File: src/rtl/lab5_mcore_refill_net_if.sv
// Bundled val/rdy channels between the cache banks, the refill network and main memory.
// The slave modport is the network's view; the master modport is the banks-plus-memory side.
interface lab5_mcore_refill_net_if #(
   parameter int unsigned p_num_ports  = 4,
   parameter int unsigned p_req_nbits  = 175,
   parameter int unsigned p_resp_nbits = 145
);
   logic [p_num_ports-1:0][p_req_nbits-1:0]  cachereq_msg;
   logic [p_num_ports-1:0]                   cachereq_val;
   logic [p_num_ports-1:0]                   cachereq_rdy;
   logic [p_num_ports-1:0][p_resp_nbits-1:0] cacheresp_msg;
   logic [p_num_ports-1:0]                   cacheresp_val;
   logic [p_num_ports-1:0]                   cacheresp_rdy;
   logic [p_req_nbits-1:0]                   memreq_msg;
   logic                                     memreq_val;
   logic                                     memreq_rdy;
   logic [p_resp_nbits-1:0]                  memresp_msg;
   logic                                     memresp_val;
   logic                                     memresp_rdy;

   modport slave (
      input  cachereq_msg, cachereq_val, cacheresp_rdy, memreq_rdy, memresp_msg, memresp_val,
      output cachereq_rdy, cacheresp_msg, cacheresp_val, memreq_msg, memreq_val, memresp_rdy
   );

   modport master (
      output cachereq_msg, cachereq_val, cacheresp_rdy, memreq_rdy, memresp_msg, memresp_val,
      input  cachereq_rdy, cacheresp_msg, cacheresp_val, memreq_msg, memreq_val, memresp_rdy
   );
endinterface

File: src/rtl/lab5_mcore_refill_net.sv
// Many-to-one refill network: per-bank request queues, round-robin merge onto one
// memory port, and in-order response routing through a source-ID FIFO.
module lab5_mcore_refill_net #(
   parameter int unsigned p_num_ports       = 4,
   parameter int unsigned p_queue_depth     = 2,
   parameter int unsigned p_max_outstanding = 4,
   parameter int unsigned p_req_nbits       = 175,
   parameter int unsigned p_resp_nbits      = 145
) (
   input  logic                   clk,
   input  logic                   reset,
   lab5_mcore_refill_net_if.slave bus
);
   localparam int unsigned N   = p_num_ports;
   localparam int unsigned D   = p_queue_depth;
   localparam int unsigned M   = p_max_outstanding;
   localparam int unsigned IW  = $clog2(N);
   localparam int unsigned QPW = (D > 1) ? $clog2(D) : 1;
   localparam int unsigned QCW = $clog2(D + 1);
   localparam int unsigned FPW = (M > 1) ? $clog2(M) : 1;
   localparam int unsigned FCW = $clog2(M + 1);

   typedef logic [p_req_nbits-1:0] req_t;

   req_t           qmem_q [N][D];
   logic [QPW-1:0] qwr_q  [N];
   logic [QPW-1:0] qwr_d  [N];
   logic [QPW-1:0] qrd_q  [N];
   logic [QPW-1:0] qrd_d  [N];
   logic [QCW-1:0] qcnt_q [N];
   logic [QCW-1:0] qcnt_d [N];
   logic [N-1:0]   q_push;
   logic [N-1:0]   q_pop;
   logic [N-1:0]   q_nempty;

   logic [IW-1:0]  id_mem_q [M];
   logic [FPW-1:0] id_wr_q, id_wr_d, id_rd_q, id_rd_d;
   logic [FCW-1:0] id_cnt_q, id_cnt_d;
   logic           id_empty, id_full, id_push, id_pop;

   logic [IW-1:0]  rr_q, rr_d, gnt_q, gnt_d;
   logic [IW-1:0]  arb_gnt, arb_idx, gnt, head;
   logic           arb_found;
   logic           lock_q, lock_d;
   logic           memreq_fire, memresp_fire;

   function automatic logic [QPW-1:0] q_inc(input logic [QPW-1:0] p);
      return (p == QPW'(D - 1)) ? '0 : p + QPW'(1);
   endfunction

   function automatic logic [FPW-1:0] f_inc(input logic [FPW-1:0] p);
      return (p == FPW'(M - 1)) ? '0 : p + FPW'(1);
   endfunction

   always_comb begin
      q_nempty = '0;
      for (int i = 0; i < int'(N); i++) q_nempty[i] = (qcnt_q[i] != '0);
   end

   // Round-robin search starting at the pointer over non-empty queues
   always_comb begin
      arb_gnt   = rr_q;
      arb_found = 1'b0;
      arb_idx   = '0;
      for (int k = 0; k < int'(N); k++) begin
         arb_idx = IW'((32'(rr_q) + 32'(k)) % N);
         if (!arb_found && q_nempty[arb_idx]) begin
            arb_gnt   = arb_idx;
            arb_found = 1'b1;
         end
      end
   end

   // Once offered and stalled, the grant is frozen until the transfer fires
   assign gnt      = lock_q ? gnt_q : arb_gnt;
   assign id_empty = (id_cnt_q == '0);
   assign id_full  = (id_cnt_q == FCW'(M));
   assign head     = id_mem_q[id_rd_q];

   always_comb begin
      bus.cachereq_rdy = '0;
      for (int i = 0; i < int'(N); i++)
         bus.cachereq_rdy[i] = !reset && (qcnt_q[i] != QCW'(D));
      bus.memreq_val = !reset && (|q_nempty) && !id_full;
      bus.memreq_msg = qmem_q[gnt][qrd_q[gnt]];
      bus.cacheresp_val       = '0;
      bus.cacheresp_val[head] = !reset && !id_empty && bus.memresp_val;
      for (int i = 0; i < int'(N); i++) bus.cacheresp_msg[i] = bus.memresp_msg;
      bus.memresp_rdy = !reset && !id_empty && bus.cacheresp_rdy[head];
   end

   assign memreq_fire  = bus.memreq_val && bus.memreq_rdy;
   assign memresp_fire = bus.memresp_val && bus.memresp_rdy;
   assign id_push      = memreq_fire;
   assign id_pop       = memresp_fire;

   always_comb begin
      q_push = '0;
      q_pop  = '0;
      for (int i = 0; i < int'(N); i++) begin
         q_push[i] = bus.cachereq_val[i] && bus.cachereq_rdy[i];
         q_pop[i]  = memreq_fire && (gnt == IW'(i));
         qwr_d[i]  = q_push[i] ? q_inc(qwr_q[i]) : qwr_q[i];
         qrd_d[i]  = q_pop[i]  ? q_inc(qrd_q[i]) : qrd_q[i];
         qcnt_d[i] = qcnt_q[i] + QCW'(q_push[i]) - QCW'(q_pop[i]);
      end
   end

   always_comb begin
      id_wr_d  = id_push ? f_inc(id_wr_q) : id_wr_q;
      id_rd_d  = id_pop  ? f_inc(id_rd_q) : id_rd_q;
      id_cnt_d = id_cnt_q + FCW'(id_push) - FCW'(id_pop);
      rr_d     = rr_q;
      gnt_d    = gnt_q;
      lock_d   = lock_q;
      if (memreq_fire) begin
         rr_d   = (gnt == IW'(N - 1)) ? '0 : gnt + IW'(1);
         lock_d = 1'b0;
      end else if (bus.memreq_val) begin
         gnt_d  = gnt;
         lock_d = 1'b1;
      end
   end

   always_ff @(posedge clk) begin
      if (reset) begin
         for (int i = 0; i < int'(N); i++) begin
            qwr_q[i]  <= '0;
            qrd_q[i]  <= '0;
            qcnt_q[i] <= '0;
         end
         id_wr_q  <= '0;
         id_rd_q  <= '0;
         id_cnt_q <= '0;
         rr_q     <= '0;
         gnt_q    <= '0;
         lock_q   <= 1'b0;
      end else begin
         for (int i = 0; i < int'(N); i++) begin
            qwr_q[i]  <= qwr_d[i];
            qrd_q[i]  <= qrd_d[i];
            qcnt_q[i] <= qcnt_d[i];
         end
         id_wr_q  <= id_wr_d;
         id_rd_q  <= id_rd_d;
         id_cnt_q <= id_cnt_d;
         rr_q     <= rr_d;
         gnt_q    <= gnt_d;
         lock_q   <= lock_d;
      end
   end

   // Payload storage needs no reset; occupancy lives in the counters above
   always_ff @(posedge clk) begin
      for (int i = 0; i < int'(N); i++)
         if (q_push[i]) qmem_q[i][qwr_q[i]] <= bus.cachereq_msg[i];
      if (id_push) id_mem_q[id_wr_q] <= gnt;
   end
endmodule
File: src/flat_wrapper.sv
// flat-port wrapper written by rule: the top's interface ports become plain ports
module lab5_mcore_refill_net_flat 
#(
   parameter int unsigned p_num_ports       = 4,
   parameter int unsigned p_queue_depth     = 2,
   parameter int unsigned p_max_outstanding = 4,
   parameter int unsigned p_req_nbits       = 175,
   parameter int unsigned p_resp_nbits      = 145
)
  (clk, reset, bus_cachereq_msg, bus_cachereq_val, bus_cacheresp_rdy, bus_memreq_rdy, bus_memresp_msg, bus_memresp_val, bus_cachereq_rdy, bus_cacheresp_msg, bus_cacheresp_val, bus_memreq_msg, bus_memreq_val, bus_memresp_rdy);
  lab5_mcore_refill_net_if #(.p_num_ports(p_num_ports), .p_req_nbits(p_req_nbits), .p_resp_nbits(p_resp_nbits)) bus_i ();
  input  logic clk;
  input  logic reset;
  input wire logic [$bits(bus_i.cachereq_msg)-1:0] bus_cachereq_msg;
  input wire logic [$bits(bus_i.cachereq_val)-1:0] bus_cachereq_val;
  input wire logic [$bits(bus_i.cacheresp_rdy)-1:0] bus_cacheresp_rdy;
  input wire logic [$bits(bus_i.memreq_rdy)-1:0] bus_memreq_rdy;
  input wire logic [$bits(bus_i.memresp_msg)-1:0] bus_memresp_msg;
  input wire logic [$bits(bus_i.memresp_val)-1:0] bus_memresp_val;
  output wire logic [$bits(bus_i.cachereq_rdy)-1:0] bus_cachereq_rdy;
  output wire logic [$bits(bus_i.cacheresp_msg)-1:0] bus_cacheresp_msg;
  output wire logic [$bits(bus_i.cacheresp_val)-1:0] bus_cacheresp_val;
  output wire logic [$bits(bus_i.memreq_msg)-1:0] bus_memreq_msg;
  output wire logic [$bits(bus_i.memreq_val)-1:0] bus_memreq_val;
  output wire logic [$bits(bus_i.memresp_rdy)-1:0] bus_memresp_rdy;
  assign bus_i.cachereq_msg = bus_cachereq_msg;
  assign bus_i.cachereq_val = bus_cachereq_val;
  assign bus_i.cacheresp_rdy = bus_cacheresp_rdy;
  assign bus_i.memreq_rdy = bus_memreq_rdy;
  assign bus_i.memresp_msg = bus_memresp_msg;
  assign bus_i.memresp_val = bus_memresp_val;
  assign bus_cachereq_rdy = bus_i.cachereq_rdy;
  assign bus_cacheresp_msg = bus_i.cacheresp_msg;
  assign bus_cacheresp_val = bus_i.cacheresp_val;
  assign bus_memreq_msg = bus_i.memreq_msg;
  assign bus_memreq_val = bus_i.memreq_val;
  assign bus_memresp_rdy = bus_i.memresp_rdy;
  lab5_mcore_refill_net #(.p_num_ports(p_num_ports), .p_queue_depth(p_queue_depth), .p_max_outstanding(p_max_outstanding), .p_req_nbits(p_req_nbits), .p_resp_nbits(p_resp_nbits)) u_core (.clk(clk), .reset(reset), .bus(bus_i));
endmodule
File: config.mk
export PLATFORM = sky130hd
export DESIGN_NAME = lab5_mcore_refill_net_flat
export DESIGN_NICKNAME = d
export VERILOG_FILES = /design/src/rtl/lab5_mcore_refill_net_if.sv /design/src/rtl/lab5_mcore_refill_net.sv /design/src/flat_wrapper.sv
export SDC_FILE = /design/constraint.sdc
export NUM_CORES = 1
export LEC_CHECK = 0
export ABC_AREA = 1
export BUFFER_PORTS_ARGS = -buffer_cell sky130_fd_sc_hd__buf_2
export CAP_MARGIN = 20
export CORE_AREA = 2 2 624 626
export DETAILED_ROUTE_END_ITERATION = 10
export DIE_AREA = 0 0 626 628
export SYNTH_ARGS = -nofsm -noshare
export SYNTH_HDL_FRONTEND = slang
export SYNTH_SLANG_ARGS = --single-unit
File: constraint.sdc
create_clock -name clk -period 9.3 [get_ports clk]
set_input_delay 1.395 -clock clk [delete_from_list [all_inputs] [get_ports clk]]
set_output_delay 1.395 -clock clk [all_outputs]
set_load 0.01 [all_outputs]
# Yosys cells after proc, flatten, opt, wreduce, memory -nomap -nowiden
# Memory sizes are Yosys's and may differ from the RTL's. A register that Yosys moved wholly into a read port is not among the register bits.
# Index checks and enable logic that the tools add are counted.
word_totals:
  mem_count: 5
  in_bits: 857
  mem_bits_rw: 1424
  out_inout_bits: 765
  reg_bits: 12
  wordCells: 197
classes:
  eq_ne: 10
  muxes: 76
  addsub: 24
  n_reduce_logical: 42
  n_bitwise: 19
  n_lt_le_gt_ge: 15
memory_table:
  columns: ["name", "words", "width", "rd", "rd_clocked_by_memory_dff", "write_ports", "line", "rtl"]
  rows:
  - ["u_core.qmem_q", 4, 350, 1, 0, 4, "lab5_mcore_refill_net.sv:25", "req_t qmem_q [N][D];"]
  - ["u_core.id_mem_q", 4, 2, 1, 1, 1, "lab5_mcore_refill_net.sv:36", "logic [IW-1:0] id_mem_q [M];"]
  - ["u_core.qcnt_q", 4, 2, 4, 0, 4, "lab5_mcore_refill_net.sv:30", "logic [QCW-1:0] qcnt_q [N];"]
  - ["u_core.qrd_q", 4, 1, 5, 0, 4, "lab5_mcore_refill_net.sv:28", "logic [QPW-1:0] qrd_q [N];"]
  - ["u_core.qwr_q", 4, 1, 4, 0, 4, "lab5_mcore_refill_net.sv:26", "logic [QPW-1:0] qwr_q [N];"]
ops:
  columns: ["op", "n"]
  rows:
  - ["2-to-1 mux 350 bit", 4]
  - ["2-to-1 mux 175 bit", 7]
  - ["demux 175 bit (select 1 bit)", 4]
  - ["2-to-1 mux 1 bit", 42]
  - ["logical AND 1 bit", 27]
  - ["2-to-1 mux 2 bit", 13]
  - ["< comparator 2 x 3 -> 1 bit (second input constant)", 5]
  - ["bitwise OR 1 bit", 12]
  - ["binary-select mux 1 bit (select 2 bit)", 5]
  - [">= comparator 2 bit (second input constant)", 5]
  - ["NOT 1 -> 2 bit", 5]
  - ["adder 1 bit (second input constant)", 8]
  - ["adder 2 x 1 -> 2 bit", 4]
  - ["adder 2 x 1 -> 2 bit (second input constant)", 4]
  - ["== test 2 bit (second input constant)", 4]
  - ["< comparator 2 x 1 -> 1 bit (second input constant)", 4]
  - ["!= test 2 bit (second input constant)", 4]
  - ["nonzero test 2 bit", 4]
  - ["subtractor 2 x 1 -> 2 bit", 4]
  - ["zero test 1 bit", 6]
  - ["adder 2 bit (second input constant)", 2]
  - ["bitwise AND 4 bit", 1]
  - ["OR reduction 4 bit", 1]
  - ["adder 3 x 1 -> 3 bit", 1]
  - ["other kinds (10)", 10]

# Depth between registers and ports, before layout
# An unclocked memory read counts as a cell.
logic_depth:
  ltp_word: 19
  mapped_depth: 22
  ltp_nobuf: 20

# Worst setup path before layout
# No wires, ideal clock.
synth_path:
  path_type: "input port to flip-flop"
  startpoint: "in reset"
  endpoint: "mem u_core.qmem_q[0][0] (netlist name) (enable)"
  arrival_time_ns: 9.227
  required_ns: 8.587
  setup_slack_ns: -0.640
  n_path_buf: 1
  path_stages: 4
  cell_sequence: "clkbuf_1 -> nor2_1 -> nand2_1 -> nor2_1"
synth_lines:
  columns: ["item", "line", "rtl"]
  rows:
  - ["from (decl)", "flat_wrapper.sv:13", "input logic reset;"]
  - ["to (decl)", "lab5_mcore_refill_net.sv:25", null]

# Final worst setup path
layout_path:
  startpoint: "reg u_core.rr_q[0]"
  endpoint: "out bus_memreq_msg[97]"
layout_between:
  elab_chain_len: 18
  word_cells_on_any_way: 30
  classes_between: "add/sub: 3; mux: 18; bitwise: 1; reduce/logical: 6; memory: 2"
layout_lines:
  columns: ["item", "line", "rtl"]
  rows:
  - ["from (decl)", "lab5_mcore_refill_net.sv:41", "logic [IW-1:0] rr_q, rr_d, gnt_q, gnt_d;"]
  - ["from (signal assigned)", "lab5_mcore_refill_net.sv:147", "rr_q <= rr_d;"]
  - ["branches (longest 11 deep; another with adder 2 x 1 -> 2 bit)", null, null]
  - ["2-to-1 mux 2 bit *", "lab5_mcore_refill_net.sv:67", "if (!arb_found && q_nempty[arb_idx]) begin"]
  - ["2-to-1 mux 2 bit *", "lab5_mcore_refill_net.sv:75", "assign gnt = lock_q ? gnt_q : arb_gnt;"]
  - ["memory read (4 x 1 bit)", null, null]
  - ["NOT 1 -> 2 bit (not written as such)", "lab5_mcore_refill_net.sv:85", "bus.memreq_msg = qmem_q[gnt][qrd_q[gnt]];"]
  - ["2-to-1 mux 175 bit (not written as such) * (3 in series)", "lab5_mcore_refill_net.sv:85", null]
  - ["to (decl)", "flat_wrapper.sv:23", "output wire logic [$bits(bus_i.memreq_msg)-1:0] bus_memreq_msg;"]
# Mark *: on every way between the ends. The select of a mux whose other input is x is not followed.

==> flow_results.org <==
** Run status
- Status :: complete, no violations

** Critical path
- Critical Path Sink :: bus_memreq_msg[97]
- Critical path startpoint category :: flip-flop
- Arrival time of data at the critical path endpoint :: 5.88 ns
- Count of cells along the worst register-to-register path :: 21
- CP max FO :: 103
- The most critical setup path has its startpoint at u_core.rr_q[0].
- Worst reg2reg path startpoint :: u_core.rr_q[0]
- The worst setup path is captured at an output pin.
- The critical path in this run is classified as reg -> out.
- For flop-to-flop paths, the worst setup slack is 4.85 ns.
- WP data required :: 7.91 ns
- In this run the critical register-to-register path is captured at u_core.qcnt_q[2][1].

** Job
- # Max-Cap Violations :: 0

** Placed design
- Post-placement cell area :: 69830 um2
- Half-perimeter wire length after placement :: 214600 um
- Gp weighted congestion :: 0.8757
- In this run the tool buffered the top-level ports with 896 buffer cells.

** Cells and area
- The finished cells cover 75360 um2.
- Most used cells in the layout excluding fill and tap cells :: sky130_fd_sc_hd__nand2_1, sky130_fd_sc_hd__edfxtp_1, sky130_fd_sc_hd__buf_2
- Counting the fill cells in the layout gives 42480.
- Number of nets in the layout :: 7391
- Of the cells placed in the final design, the portion with a size suffix greater than 1 is 0.1809.
- The library cell used most frequently in the layout, excluding fill and tap cells, is sky130_fd_sc_hd__nand2_1.
- Final cell utilization of the core :: 0.1947
- Area delta synth->final :: 17.84%

** CTS
- Clock-pin slew was measured on the worst setup and hold paths at 0.06 ns.
- H-tree levels :: 4
- Clock tree from TritonCTS :: built
- No sink is reached through more buffers than the 4 on the longest clock path.
- The root buffer cell chosen for the clock tree is sky130_fd_sc_hd__clkbuf_16.
- Buffers inserted during post-CTS setup optimization :: 0
- Total of cells resized after clock tree synthesis :: 0
- Buffers inserted during clock tree synthesis total 166.
- TritonCTS Sinks :: 1438
- Clock insertion delay at the later pin of the skew report :: 0.90 ns
- # hold bufs at CTS :: 0

** STA
- Between clock sinks in the finished design, the worst skew comes to 0.1061 ns.
- Max-slew violation count :: 0
- Worst rel slew slack :: 0.1505
- Final count of hold timing violations :: 0
- For the finished layout, the period the worst path requires is 7.280 ns.
- For the pin with the worst max-slew slack, the measured transition is 1.274 ns.
- Fmax :: 137.4 MHz
- Share of the clock period used by the worst path :: 0.7827
- Setup repair after global routing left no endpoint under its margin.
- Setup violations remaining at the end of the flow were counted as 0.

** Die
- For this design the top-level I/O count stands at 1622.
- CORE AREA :: 387100 um2
- The die is 628 um tall.
- Row generation in the floorplan step produced 229 rows.
- Effective utilization at floorplan :: 0.1652
- Total Die Area :: 393100 um2
- Horizontal die dimension :: 626 um

** Synth
- During synthesis, Yosys emitted a total of 0 warnings.
- When the netlist entered floorplanning its net count stood at 7135.
- Count of flip-flops with a built-in enable after synthesis :: 1408
- Largest area contributor in the synthesized netlist :: sky130_fd_sc_hd__edfxtp_1
- Synth cell types :: 32
- Sequential element share of the synthesized area :: 0.6705
- Averaged over all synthesized cells, the footprint is 10.21 um2.
- In the synthesized netlist, the number of instances is 6262.
- Area fraction of the dominant cell type after synthesis :: 0.6611
- The synthesized design contains 1438 register bits.
- Asr flop ratio synth :: 0
- Netlist Area Pre-Place :: 63950 um2
- Top post-synthesis cells by area :: sky130_fd_sc_hd__edfxtp_1, sky130_fd_sc_hd__nand2_1, sky130_fd_sc_hd__buf_4
- Main synth FF type :: sky130_fd_sc_hd__edfxtp_1

** Global route
- Combined global-route utilization of all metal layers :: 0.1413
- Summed over all layers, the global routing overflow is 0.
- Number of antenna violations at the first check in global routing :: 194
- The via count of the first global-routing pass was 41890.
- Wire length of the first global-routing pass :: 376400 um
- Entering global routing, the biggest net connects 191 pins.

** Route
- Using the TritonRoute via totals, the vias-per-cell ratio works out to 3.681.
- ANT nets after route :: 0
- Residual DRC count :: 0
- The pre-antenna-repair detailed-routing pass consisted of 5 iterations.
- Summed over all layers, the routed wires come to 290900 um.
- Number of design-rule violations left by the first detailed-router iteration :: 3695
- Total via count in the routed design :: 44110
- Routed len/inst :: 24.28 um

** Min path
- Type of the worst min-delay path :: reg -> reg
## routing by layer
metal / vias to the layer above / global-route usage / share of wire
met5: - / 0.004030 / 0.0023
met4: 90 / 0.1008 / 0.073
met3: 675 / 0.06018 / 0.11
met2: 2507 / 0.2557 / 0.52
met1: 20550 / 0.1242 / 0.30
li1: 20290 / - / -
## cells in the mapped netlist, types with 3 or more instances
| cell | instances |
|---|---|
| sky130_fd_sc_hd__nand2_1 | 3754 |
| sky130_fd_sc_hd__buf_4 | 597 |
| sky130_fd_sc_hd__nand2_2 | 8 |
| sky130_fd_sc_hd__nand3_2 | 3 |
| sky130_fd_sc_hd__buf_1 | 6 |
| sky130_fd_sc_hd__buf_2 | 214 |
| sky130_fd_sc_hd__clkbuf_1 | 26 |
| sky130_fd_sc_hd__inv_1 | 53 |
| sky130_fd_sc_hd__nand4_1 | 3 |
| sky130_fd_sc_hd__buf_6 | 14 |
| sky130_fd_sc_hd__o21ai_0 | 15 |
| sky130_fd_sc_hd__xor2_1 | 5 |
| sky130_fd_sc_hd__edfxtp_1 | 1408 |
| sky130_fd_sc_hd__ha_1 | 15 |
| sky130_fd_sc_hd__nor2_1 | 50 |
| sky130_fd_sc_hd__nand3_1 | 29 |
| sky130_fd_sc_hd__a21oi_1 | 16 |
| sky130_fd_sc_hd__dfxtp_1 | 30 |
## critical path, cell delays in order, from the launching register on
cell and delay (ns):
sky130_fd_sc_hd__dfxtp_1 0.57, sky130_fd_sc_hd__inv_6 0.09, sky130_fd_sc_hd__nand2_1 0.10, sky130_fd_sc_hd__nand2_1 0.08, sky130_fd_sc_hd__nand2_1 0.07, sky130_fd_sc_hd__nand2_1 0.12
sky130_fd_sc_hd__nand2_1 0.12, sky130_fd_sc_hd__nand2_1 0.08, sky130_fd_sc_hd__nand2_1 0.07, sky130_fd_sc_hd__nand2_1 0.04, sky130_fd_sc_hd__nand3_1 0.06, sky130_fd_sc_hd__nand3_1 0.19
sky130_fd_sc_hd__nand2_8 0.67, sky130_fd_sc_hd__nand2_1 0.29, sky130_fd_sc_hd__nand2_8 0.60, sky130_fd_sc_hd__buf_4 0.61, sky130_fd_sc_hd__buf_4 0.65, sky130_fd_sc_hd__nand2_1 0.14
sky130_fd_sc_hd__nand2_1 0.10, sky130_fd_sc_hd__buf_2 0.13
## final cells by class
cell class | count | area (um2) | area share
sequential | 1438 | 42880 | 0.5690
multi-input combinational | 3910 | 15140 | 0.2009
tap | 5197 | 6502 | 0.08628
timing repair buffer | 945 | 5077 | 0.06737
clock buffer | 196 | 4267 | 0.05661
clock inverter | 94 | 899.6 | 0.01194
antenna | 146 | 365.4 | 0.004848
inverter | 57 | 229.0 | 0.003038
## metrics by stage
step	setup WS [ns]	hold slack [ns]	instances	setup TNS [ns]
3_5_place_dp	2.843	0.4716	11550	0
3_3_place_gp	2.912	0.4604	11550	0
4_1_cts	1.813	0.4798	11840	0
5_1_grt	1.425	0.5092	11970	0
2_1_floorplan	-0.6403	0.4431	6262	-896.43
6_report	2.020	0.4749	11980	0
## how the worst min path moves through the flow
stage | cells after the start | slack, ns | to | start
final | 1 | 0.47 | u_core.qcnt_q[1][1] | u_core.qcnt_q[1][1]
after floorplan | 1 | 0.44 | u_core.qcnt_q[0][1] | u_core.qcnt_q[0][1]
after CTS | 1 | 0.48 | u_core.qcnt_q[2][1] | u_core.qcnt_q[2][1]
after global placement | 1 | 0.46 | u_core.qcnt_q[1][1] | u_core.qcnt_q[1][1]
after detailed placement | 1 | 0.47 | u_core.qcnt_q[2][1] | u_core.qcnt_q[2][1]
after global routing | 1 | 0.51 | u_core.qcnt_q[1][1] | u_core.qcnt_q[1][1]
## logic make-up after synthesis
group	Yosys count	share of synthesized area
simple gates	3853	0.2279
buf+inv	914	0.09463
xor+xnor	5	0.0006847
flops	1438	0.6705
fa+ha+maj	16	0.003248
compound gates	36	0.002993
## flip-flops by register name, indices dropped and copies added, names as in the netlist, named ones only
signal	flops
u_core.gnt_q	2
u_core.id_cnt_q	3
u_core.id_mem_q	8
u_core.id_rd_q	2
u_core.id_wr_q	2
u_core.lock_q	1
u_core.qcnt_q	8
u_core.qmem_q	1400
u_core.qrd_q	4
u_core.qwr_q	4
u_core.rr_q	2
Power is left out: the tool's default activity adds up to more than one toggle a clock period on the data nets, which glitch-free logic cannot reach.
